## src/rtl/mips_control_unit.sv

```systemverilog
// mips_control_unit: multicycle Moore controller sequencing fetch, decode, execute, mult/div handshakes and exceptions
module mips_control_unit #(
  parameter int MEM_WAIT = 2,
  parameter int SP_INIT  = 227
) (
  input  logic       clk,
  input  logic       reset,
  input  logic [5:0] opcode,
  input  logic [5:0] funct,
  input  logic       zero,
  input  logic       LT,
  input  logic       GT,
  input  logic       EQ,
  input  logic       O,
  input  logic       multDone,
  input  logic       divDone,
  input  logic       divZero,
  output logic [1:0] iord,
  output logic [1:0] excpControl,
  output logic [1:0] excpCtrl,
  output logic [1:0] aluSrcA,
  output logic [1:0] aluSrcB,
  output logic [1:0] ssControl,
  output logic [1:0] lsControl,
  output logic [2:0] srcWrite,
  output logic [2:0] pcSource,
  output logic [2:0] aluControl,
  output logic [2:0] shiftControl,
  output logic [3:0] srcData,
  output logic       shiftSrc,
  output logic       shiftAmt,
  output logic       srcRead,
  output logic       pcWrite,
  output logic       irWrite,
  output logic       regWrite,
  output logic       memWrite,
  output logic       abWrite,
  output logic       mdrWrite,
  output logic       aluOutControl,
  output logic       epcControl,
  output logic       hiLoWrite,
  output logic       multControl,
  output logic       divControl,
  output logic [5:0] state_dbg
);
  typedef enum logic [5:0] {
    S_RESET = 6'd0, S_SPINIT, S_FETCH0, S_FWAIT, S_FLAST, S_DECODE,
    S_EX_ADD, S_EX_SUB, S_EX_AND, S_WB_RD,
    S_SH_LOAD, S_SH_SLL, S_SH_SRL, S_SH_SRA, S_SH_WB,
    S_JR, S_MFHI, S_MFLO, S_MULT, S_DIV, S_MULT_WAIT, S_DIV_WAIT, S_MD_DONE,
    S_EX_ADDI, S_EX_SLTI, S_WB_RT, S_LUI, S_BEQ, S_BNE, S_BR_TAKE,
    S_LW_ADDR, S_SW_ADDR, S_LW_RD, S_LW_MDR, S_LW_WB, S_SW,
    S_J, S_JAL0, S_JAL1, S_RTE,
    S_EXC_EPC, S_EXC_RD, S_EXC_MDR, S_EXC_PC
  } state_t;
  localparam logic [2:0] ALU_PASS = 3'b000;
  localparam logic [2:0] ALU_ADD  = 3'b001;
  localparam logic [2:0] ALU_SUB  = 3'b010;
  localparam logic [2:0] ALU_AND  = 3'b011;
  localparam logic [2:0] ALU_CMP  = 3'b111;
  localparam logic [3:0] CNT_LAST = 4'(MEM_WAIT - 1);
  state_t     state_q, state_d;
  logic [3:0] cnt_q, cnt_d;
  logic [1:0] exc_q, exc_d;
  logic       unused;
  assign unused = ^{zero, LT, GT, 8'(SP_INIT)};
  assign state_dbg = state_q;
  always_ff @(posedge clk or posedge reset) begin
    if (reset) begin
      state_q <= S_RESET;
      cnt_q   <= '0;
      exc_q   <= '0;
    end else begin
      state_q <= state_d;
      cnt_q   <= cnt_d;
      exc_q   <= exc_d;
    end
  end
  always_comb begin
    state_d = state_q;
    cnt_d   = '0;
    exc_d   = exc_q;
    case (state_q)
      S_RESET:  state_d = S_SPINIT;
      S_FETCH0, S_FWAIT: begin
        cnt_d   = cnt_q + 4'd1;
        state_d = (cnt_q == CNT_LAST) ? S_FLAST : S_FWAIT;
      end
      S_FLAST:  state_d = S_DECODE;
      S_DECODE: begin
        state_d = S_EXC_EPC;
        exc_d   = 2'd0;
        case (opcode)
          6'h00: case (funct)
            6'h20:             state_d = S_EX_ADD;
            6'h22:             state_d = S_EX_SUB;
            6'h24:             state_d = S_EX_AND;
            6'h00, 6'h02, 6'h03: state_d = S_SH_LOAD;
            6'h08:             state_d = S_JR;
            6'h10:             state_d = S_MFHI;
            6'h12:             state_d = S_MFLO;
            6'h18:             state_d = S_MULT;
            6'h1a:             state_d = S_DIV;
            default: ;
          endcase
          6'h02: state_d = S_J;
          6'h03: state_d = S_JAL0;
          6'h04: state_d = S_BEQ;
          6'h05: state_d = S_BNE;
          6'h08: state_d = S_EX_ADDI;
          6'h0a: state_d = S_EX_SLTI;
          6'h0f: state_d = S_LUI;
          6'h10: state_d = S_RTE;
          6'h23: state_d = S_LW_ADDR;
          6'h2b: state_d = S_SW_ADDR;
          default: ;
        endcase
      end
      S_EX_ADD, S_EX_SUB, S_EX_ADDI: begin
        exc_d   = 2'd1;
        state_d = O ? S_EXC_EPC : (state_q == S_EX_ADDI ? S_WB_RT : S_WB_RD);
      end
      S_EX_AND:    state_d = S_WB_RD;
      S_EX_SLTI:   state_d = S_WB_RT;
      S_SH_LOAD:   state_d = funct == 6'h00 ? S_SH_SLL : funct == 6'h02 ? S_SH_SRL : S_SH_SRA;
      S_SH_SLL, S_SH_SRL, S_SH_SRA: state_d = S_SH_WB;
      S_MULT:      state_d = multDone ? S_MD_DONE : S_MULT_WAIT;
      S_MULT_WAIT: state_d = multDone ? S_MD_DONE : S_MULT_WAIT;
      S_DIV: begin
        exc_d   = 2'd2;
        state_d = divZero ? S_EXC_EPC : divDone ? S_MD_DONE : S_DIV_WAIT;
      end
      S_DIV_WAIT:  state_d = divDone ? S_MD_DONE : S_DIV_WAIT;
      S_BEQ:       state_d = EQ ? S_BR_TAKE : S_FETCH0;
      S_BNE:       state_d = EQ ? S_FETCH0 : S_BR_TAKE;
      S_LW_ADDR:   state_d = S_LW_RD;
      S_SW_ADDR:   state_d = S_SW;
      S_LW_RD, S_EXC_RD: begin
        cnt_d   = cnt_q + 4'd1;
        state_d = cnt_q != CNT_LAST ? state_q : state_q == S_LW_RD ? S_LW_MDR : S_EXC_MDR;
      end
      S_LW_MDR:    state_d = S_LW_WB;
      S_JAL0:      state_d = S_JAL1;
      S_EXC_EPC:   state_d = S_EXC_RD;
      S_EXC_MDR:   state_d = S_EXC_PC;
      default:     state_d = S_FETCH0;
    endcase
  end
  always_comb begin
    iord          = 2'd0;
    excpControl   = 2'd0;
    excpCtrl      = 2'd0;
    aluSrcA       = 2'd0;
    aluSrcB       = 2'd0;
    ssControl     = 2'd0;
    lsControl     = 2'd0;
    srcWrite      = 3'd0;
    pcSource      = 3'd0;
    aluControl    = ALU_PASS;
    shiftControl  = 3'd0;
    srcData       = 4'd0;
    shiftSrc      = 1'b0;
    shiftAmt      = 1'b0;
    srcRead       = 1'b0;
    pcWrite       = 1'b0;
    irWrite       = 1'b0;
    regWrite      = 1'b0;
    memWrite      = 1'b0;
    abWrite       = 1'b0;
    mdrWrite      = 1'b0;
    aluOutControl = 1'b0;
    epcControl    = 1'b0;
    hiLoWrite     = 1'b0;
    multControl   = 1'b0;
    divControl    = 1'b0;
    case (state_q)
      S_SPINIT: begin
        regWrite = 1'b1;
        srcWrite = 3'd2;
        srcData  = 4'd8;
      end
      S_FETCH0, S_FWAIT, S_FLAST: begin
        aluSrcB    = 2'd1;
        aluControl = ALU_ADD;
        irWrite    = state_q == S_FLAST;
        pcWrite    = state_q == S_FLAST;
      end
      S_DECODE: begin
        abWrite       = 1'b1;
        aluSrcB       = 2'd3;
        aluControl    = ALU_ADD;
        aluOutControl = 1'b1;
      end
      S_EX_ADD, S_EX_SUB, S_EX_AND: begin
        aluSrcA       = 2'd1;
        aluOutControl = 1'b1;
        aluControl    = state_q == S_EX_ADD ? ALU_ADD : state_q == S_EX_SUB ? ALU_SUB : ALU_AND;
      end
      S_WB_RD: begin
        regWrite = 1'b1;
        srcWrite = 3'd1;
      end
      S_SH_LOAD, S_SH_SLL, S_SH_SRL, S_SH_SRA: begin
        shiftSrc     = 1'b1;
        shiftAmt     = 1'b1;
        shiftControl = state_q == S_SH_LOAD ? 3'd1 : state_q == S_SH_SLL ? 3'd2 :
                       state_q == S_SH_SRL ? 3'd3 : 3'd4;
      end
      S_SH_WB: begin
        regWrite = 1'b1;
        srcWrite = 3'd1;
        srcData  = 4'd7;
      end
      S_JR: begin
        pcWrite = 1'b1;
        aluSrcA = 2'd1;
      end
      S_MFHI, S_MFLO: begin
        regWrite = 1'b1;
        srcWrite = 3'd1;
        srcData  = state_q == S_MFHI ? 4'd2 : 4'd3;
      end
      S_MULT:    multControl = 1'b1;
      S_DIV:     divControl = 1'b1;
      S_MD_DONE: hiLoWrite = 1'b1;
      S_EX_ADDI, S_EX_SLTI, S_LW_ADDR, S_SW_ADDR: begin
        aluSrcA       = 2'd1;
        aluSrcB       = 2'd2;
        aluOutControl = 1'b1;
        aluControl    = state_q == S_EX_SLTI ? ALU_CMP : ALU_ADD;
      end
      S_WB_RT:   regWrite = 1'b1;
      S_LUI: begin
        regWrite = 1'b1;
        srcData  = 4'd5;
      end
      S_BEQ, S_BNE: begin
        aluSrcA    = 2'd1;
        aluControl = ALU_CMP;
      end
      S_BR_TAKE: begin
        pcWrite  = 1'b1;
        pcSource = 3'd1;
      end
      S_LW_RD:   iord = 2'd1;
      S_LW_MDR:  mdrWrite = 1'b1;
      S_LW_WB: begin
        regWrite = 1'b1;
        srcData  = 4'd1;
      end
      S_SW: begin
        memWrite = 1'b1;
        iord     = 2'd1;
      end
      S_J: begin
        pcWrite  = 1'b1;
        pcSource = 3'd2;
      end
      S_JAL0:    aluOutControl = 1'b1;
      S_JAL1: begin
        regWrite = 1'b1;
        srcWrite = 3'd4;
        pcWrite  = 1'b1;
        pcSource = 3'd2;
      end
      S_RTE: begin
        pcWrite  = 1'b1;
        pcSource = 3'd4;
      end
      S_EXC_EPC: begin
        epcControl  = 1'b1;
        aluSrcB     = 2'd1;
        aluControl  = ALU_SUB;
        excpControl = exc_q;
      end
      S_EXC_RD: begin
        iord        = 2'd2;
        excpControl = exc_q;
      end
      S_EXC_MDR: begin
        mdrWrite    = 1'b1;
        excpControl = exc_q;
      end
      S_EXC_PC: begin
        pcWrite     = 1'b1;
        pcSource    = 3'd5;
        lsControl   = 2'd2;
        excpControl = exc_q;
      end
      default: ;
    endcase
  end
endmodule
```

## config.mk

```make
export PLATFORM = sky130hd
export DESIGN_NAME = mips_control_unit
export DESIGN_NICKNAME = d
export VERILOG_FILES = /design/src/rtl/mips_control_unit.sv
export SDC_FILE = /design/constraint.sdc
export NUM_CORES = 1
export LEC_CHECK = 0
export ABC_CLOCK_PERIOD_IN_PS = 3200
export BUFFER_PORTS_ARGS = -buffer_cell sky130_fd_sc_hd__buf_2
export CAP_MARGIN = 10
export CORE_MARGIN = 5
export CORE_UTILIZATION = 55
export DETAILED_ROUTE_END_ITERATION = 10
export PLACE_DENSITY_LB_ADDON = 0.1
export SYNTH_ARGS = -nofsm -noshare
export SYNTH_HDL_FRONTEND = slang
export SYNTH_SLANG_ARGS = --single-unit
```

## constraint.sdc

```tcl
create_clock -name clk -period 3.2 [get_ports clk]
set_clock_uncertainty 0.2 [all_clocks]
set_input_delay 0.32 -clock clk [delete_from_list [all_inputs] [get_ports clk]]
set_output_delay 0.32 -clock clk [all_outputs]
set_load 0.01 [all_outputs]
```

==> flow_summary.yaml <==
outcome:
  status: "complete, no violations"
clocking:
  cts_buffers: 3
  cts_setup_buffers: 0
  clockBufferDepth: 2
  worstSkewPairLatency_ps: 240
  path_clk_slew_ps: 50
  tritoncts: "yes"
  cts_max_level: 1
  clock-root-buffer: "clkbuf_8"
  cts.sinks: 12
detailed_routing:
  first_iter_violations: 490
  avgRoutedWirePerCell_um: 16.73
  vias_per_cell: 6.356
  dr.pass1.iters: 5
  wl_met3_um: 804
  wl_um: 7192
  ant_nets: 0
  vias: 2733
  drt-met1-wl_um: 3111
  top_layer: "met4"
  wl_met2_um: 3108
  drc: 0
timing:
  finalHoldViolCount: 0
  setup_violations: 0
  fin_crit_sh: 0.8460
  slew_headroom: 0.4622
  slew_violations: 0
  worst_slew_pin_slew_ps: 806.6
  rsz0062_at_grt: "no"
  finalSetupTns_ps: 0
  fmax_mhz: 369.4
  layout_min_cycle_time_ps: 2707
critical_path:
  slowest_stage: "dfrtp_1"
  critical_path_class: "flop to output port"
  cp_max_fo: 24
  r2r_cells: 6
  crit_family: "flip-flops"
  r2r_end: "state_dbg[1]$_DFFE_PP0P_"
  crit_start: "state_dbg[0]$_DFFE_PP0P_"
  r2r_setup_slack_ps: 700
  rr_startpoint: "state_dbg[5]$_DFFE_PP0P_"
  cp-start-kind: "flop"
  cp.arrival_ps: 2190
  cp_cell_sequence: "buf_4 -> and3b_1 -> o21ai_0 -> nand2_1 -> a21boi_0 -> o21ai_0 -> buf_2"
  worstSetupEndpointType: "output port"
  cp_common_cell: "o21ai_0"
  cp_slowest_stage_delay_ps: 800
  worst_ep_required_time_ps: 2680
  critPathBufInv: 2
die:
  die_width_um: 74.24
  pin_count: 72
  core-area_um2: 4000
  start_util: 0.5674
  die_h_um: 74.24
  num_rows: 23
  die_area_um2: 5512
logic_synthesis:
  synth_cells: 337
  synth_area_leaders: "dfrtp_1, nor2_1, a21oi_1"
  synth_top_area_share: 0.1323
  synth_top_flop_cell: "dfrtp_1"
  syn_area_per_cell_um2: 6.735
  yosysSeqAreaShare: 0.1323
  yosysTopAreaCell: "dfrtp_1"
  syn_area_um2: 2270
  synth_edf_count: 0
  synth_warnings: 0
  async_reset_ff_frac: 1.000
  ys_ff_latch: 12
  synth.distinct_cells: 72
layout:
  diodes: 0
  drive_gt1_frac: 0.2316
  synthToLayoutAreaGrowth_pct: 13.56
  fin_util: 0.6444
  finalNetCount: 405
power_and_ir_drop:
  peakVddDrop_v: 0.0002793
  leakage_uw: 0.001147
  powerDensity_nw_per_um2: 711.9
hold_path:
  hp-class: "input port to flop"
  whs_path_depth: 3
  min_from: "divZero"
  worstHoldEndpoint: "state_dbg[5]$_DFFE_PP0P_"
job:
  cap_violations: 0
global_route:
  grt_pass1_vias: 2317
  grt_start_max_net_pins: 26
  grt_use_total: 0.2571
  antenna_found_initial: 0
  grt_pass1_wl_um: 11400
  grt_overflow: 0
placement:
  dp_hpwl_um: 5443
  port_buffers: 61
  gp_congestion: 0.9351
tightest hold or removal path, cell delays in order:
cell     delay (ps)
buf_2           120
a21oi_1          70
nand3_1          70
final cells by class:
type	instances	area, um2
Clock buffer	4	55.05
Inverter	14	52.55
Sequential cell	12	300.3
Multi-Input combinational cell	279	1724
Timing Repair Buffer	71	382.9
Fill cell	397	1423
Tap cell	50	62.56
sequential cells by signal (all words and copies together), names as in the netlist:
signal / flops
exc_q: 2
state_dbg: 6
cnt_q: 4
synthesized netlist by cell type (5+ instances only):
cell type   n
a211oi_1    6
a21oi_1    26
buf_2      19
buf_4       9
dfrtp_1    12
inv_1      14
nand2_1    23
nand2b_1   20
nand3_1    12
nor2_1     37
nor2b_1     8
nor3_1      7
o211ai_1    5
o21ai_0    17
o22ai_1     5
or2_2       5
repair_timing:
action                    CTS  global route
hold endpoints to repair   12             0
hold buffers                1             0
resized for setup           0             0
per-stage QoR:
step / total power, uW / cells / setup slack, ps / hold slack (ps) / area (um2)
3_3_place_gp: 1618 / 425 / 805.6 / 129.4 / 2512
6_report: 1835 / 430 / 493.0 / 174.7 / 2577
3_5_place_dp: 1637 / 425 / 762.0 / 135.4 / 2512
2_1_floorplan: 1288 / 343 / 1013 / -15.30 / 2292
4_1_cts: 1800 / 430 / 538.8 / 170.8 / 2577
5_1_grt: 1973 / 430 / 306.3 / 214.8 / 2577
cell families after synthesis:
logic type | synth area share
xor+xnor | 0.03087
compound gates | 0.3120
simple gates | 0.3898
other cells | 0.001652
buf+inv | 0.1180
flops | 0.1323
fa+ha+maj | 0.01102
mux | 0.004410
per-layer routing:
layer / global-route usage / vias up
met4: 0.06126 / 0
met3: 0.03514 / 20
met2: 0.3917 / 172
met5: 0 / -
met1: 0.3836 / 1236
li1: - / 1305
layout by cell type (no fill, tap or decap), types with 5 or more instances in the layout:
| master | netlist | layout |
|---|---|---|
| o21ai_0 | 17 | 17 |
| a211oi_1 | 6 | 6 |
| nor2_1 | 37 | 37 |
| buf_4 | 9 | 9 |
| o22ai_1 | 5 | 5 |
| or2_2 | 5 | 5 |
| a21oi_1 | 26 | 26 |
| buf_2 | 19 | 61 |
| nor2b_1 | 8 | 8 |
| inv_1 | 14 | 14 |
| nand2b_1 | 20 | 20 |
| dfrtp_1 | 12 | 12 |
| nand2_1 | 23 | 23 |
| o211ai_1 | 5 | 5 |
| nand3_1 | 12 | 12 |
| nor3_1 | 7 | 7 |
| conb_1 | 1 | 7 |
where the power goes:
group	internal, uW	switching, uW	total [uW]	leakage (uW)
clock	109	54.1	163	0.0000288
combinational	523	764	1290	0.000961
sequential	195	190	385	0.000158
worst max path at each step:
stage | endpoint | slack, ps | cells past startpoint
final | regWrite | 490 | 7
after CTS | regWrite | 540 | 7
after global routing | regWrite | 310 | 7
after global placement | state_dbg[1]$_DFFE_PP0P_ | 810 | 5
after detailed placement | state_dbg[1]$_DFFE_PP0P_ | 760 | 5
after floorplan | shiftControl[1] | 1010 | 6
No activity file was read; power rests on OpenSTA's default activity.
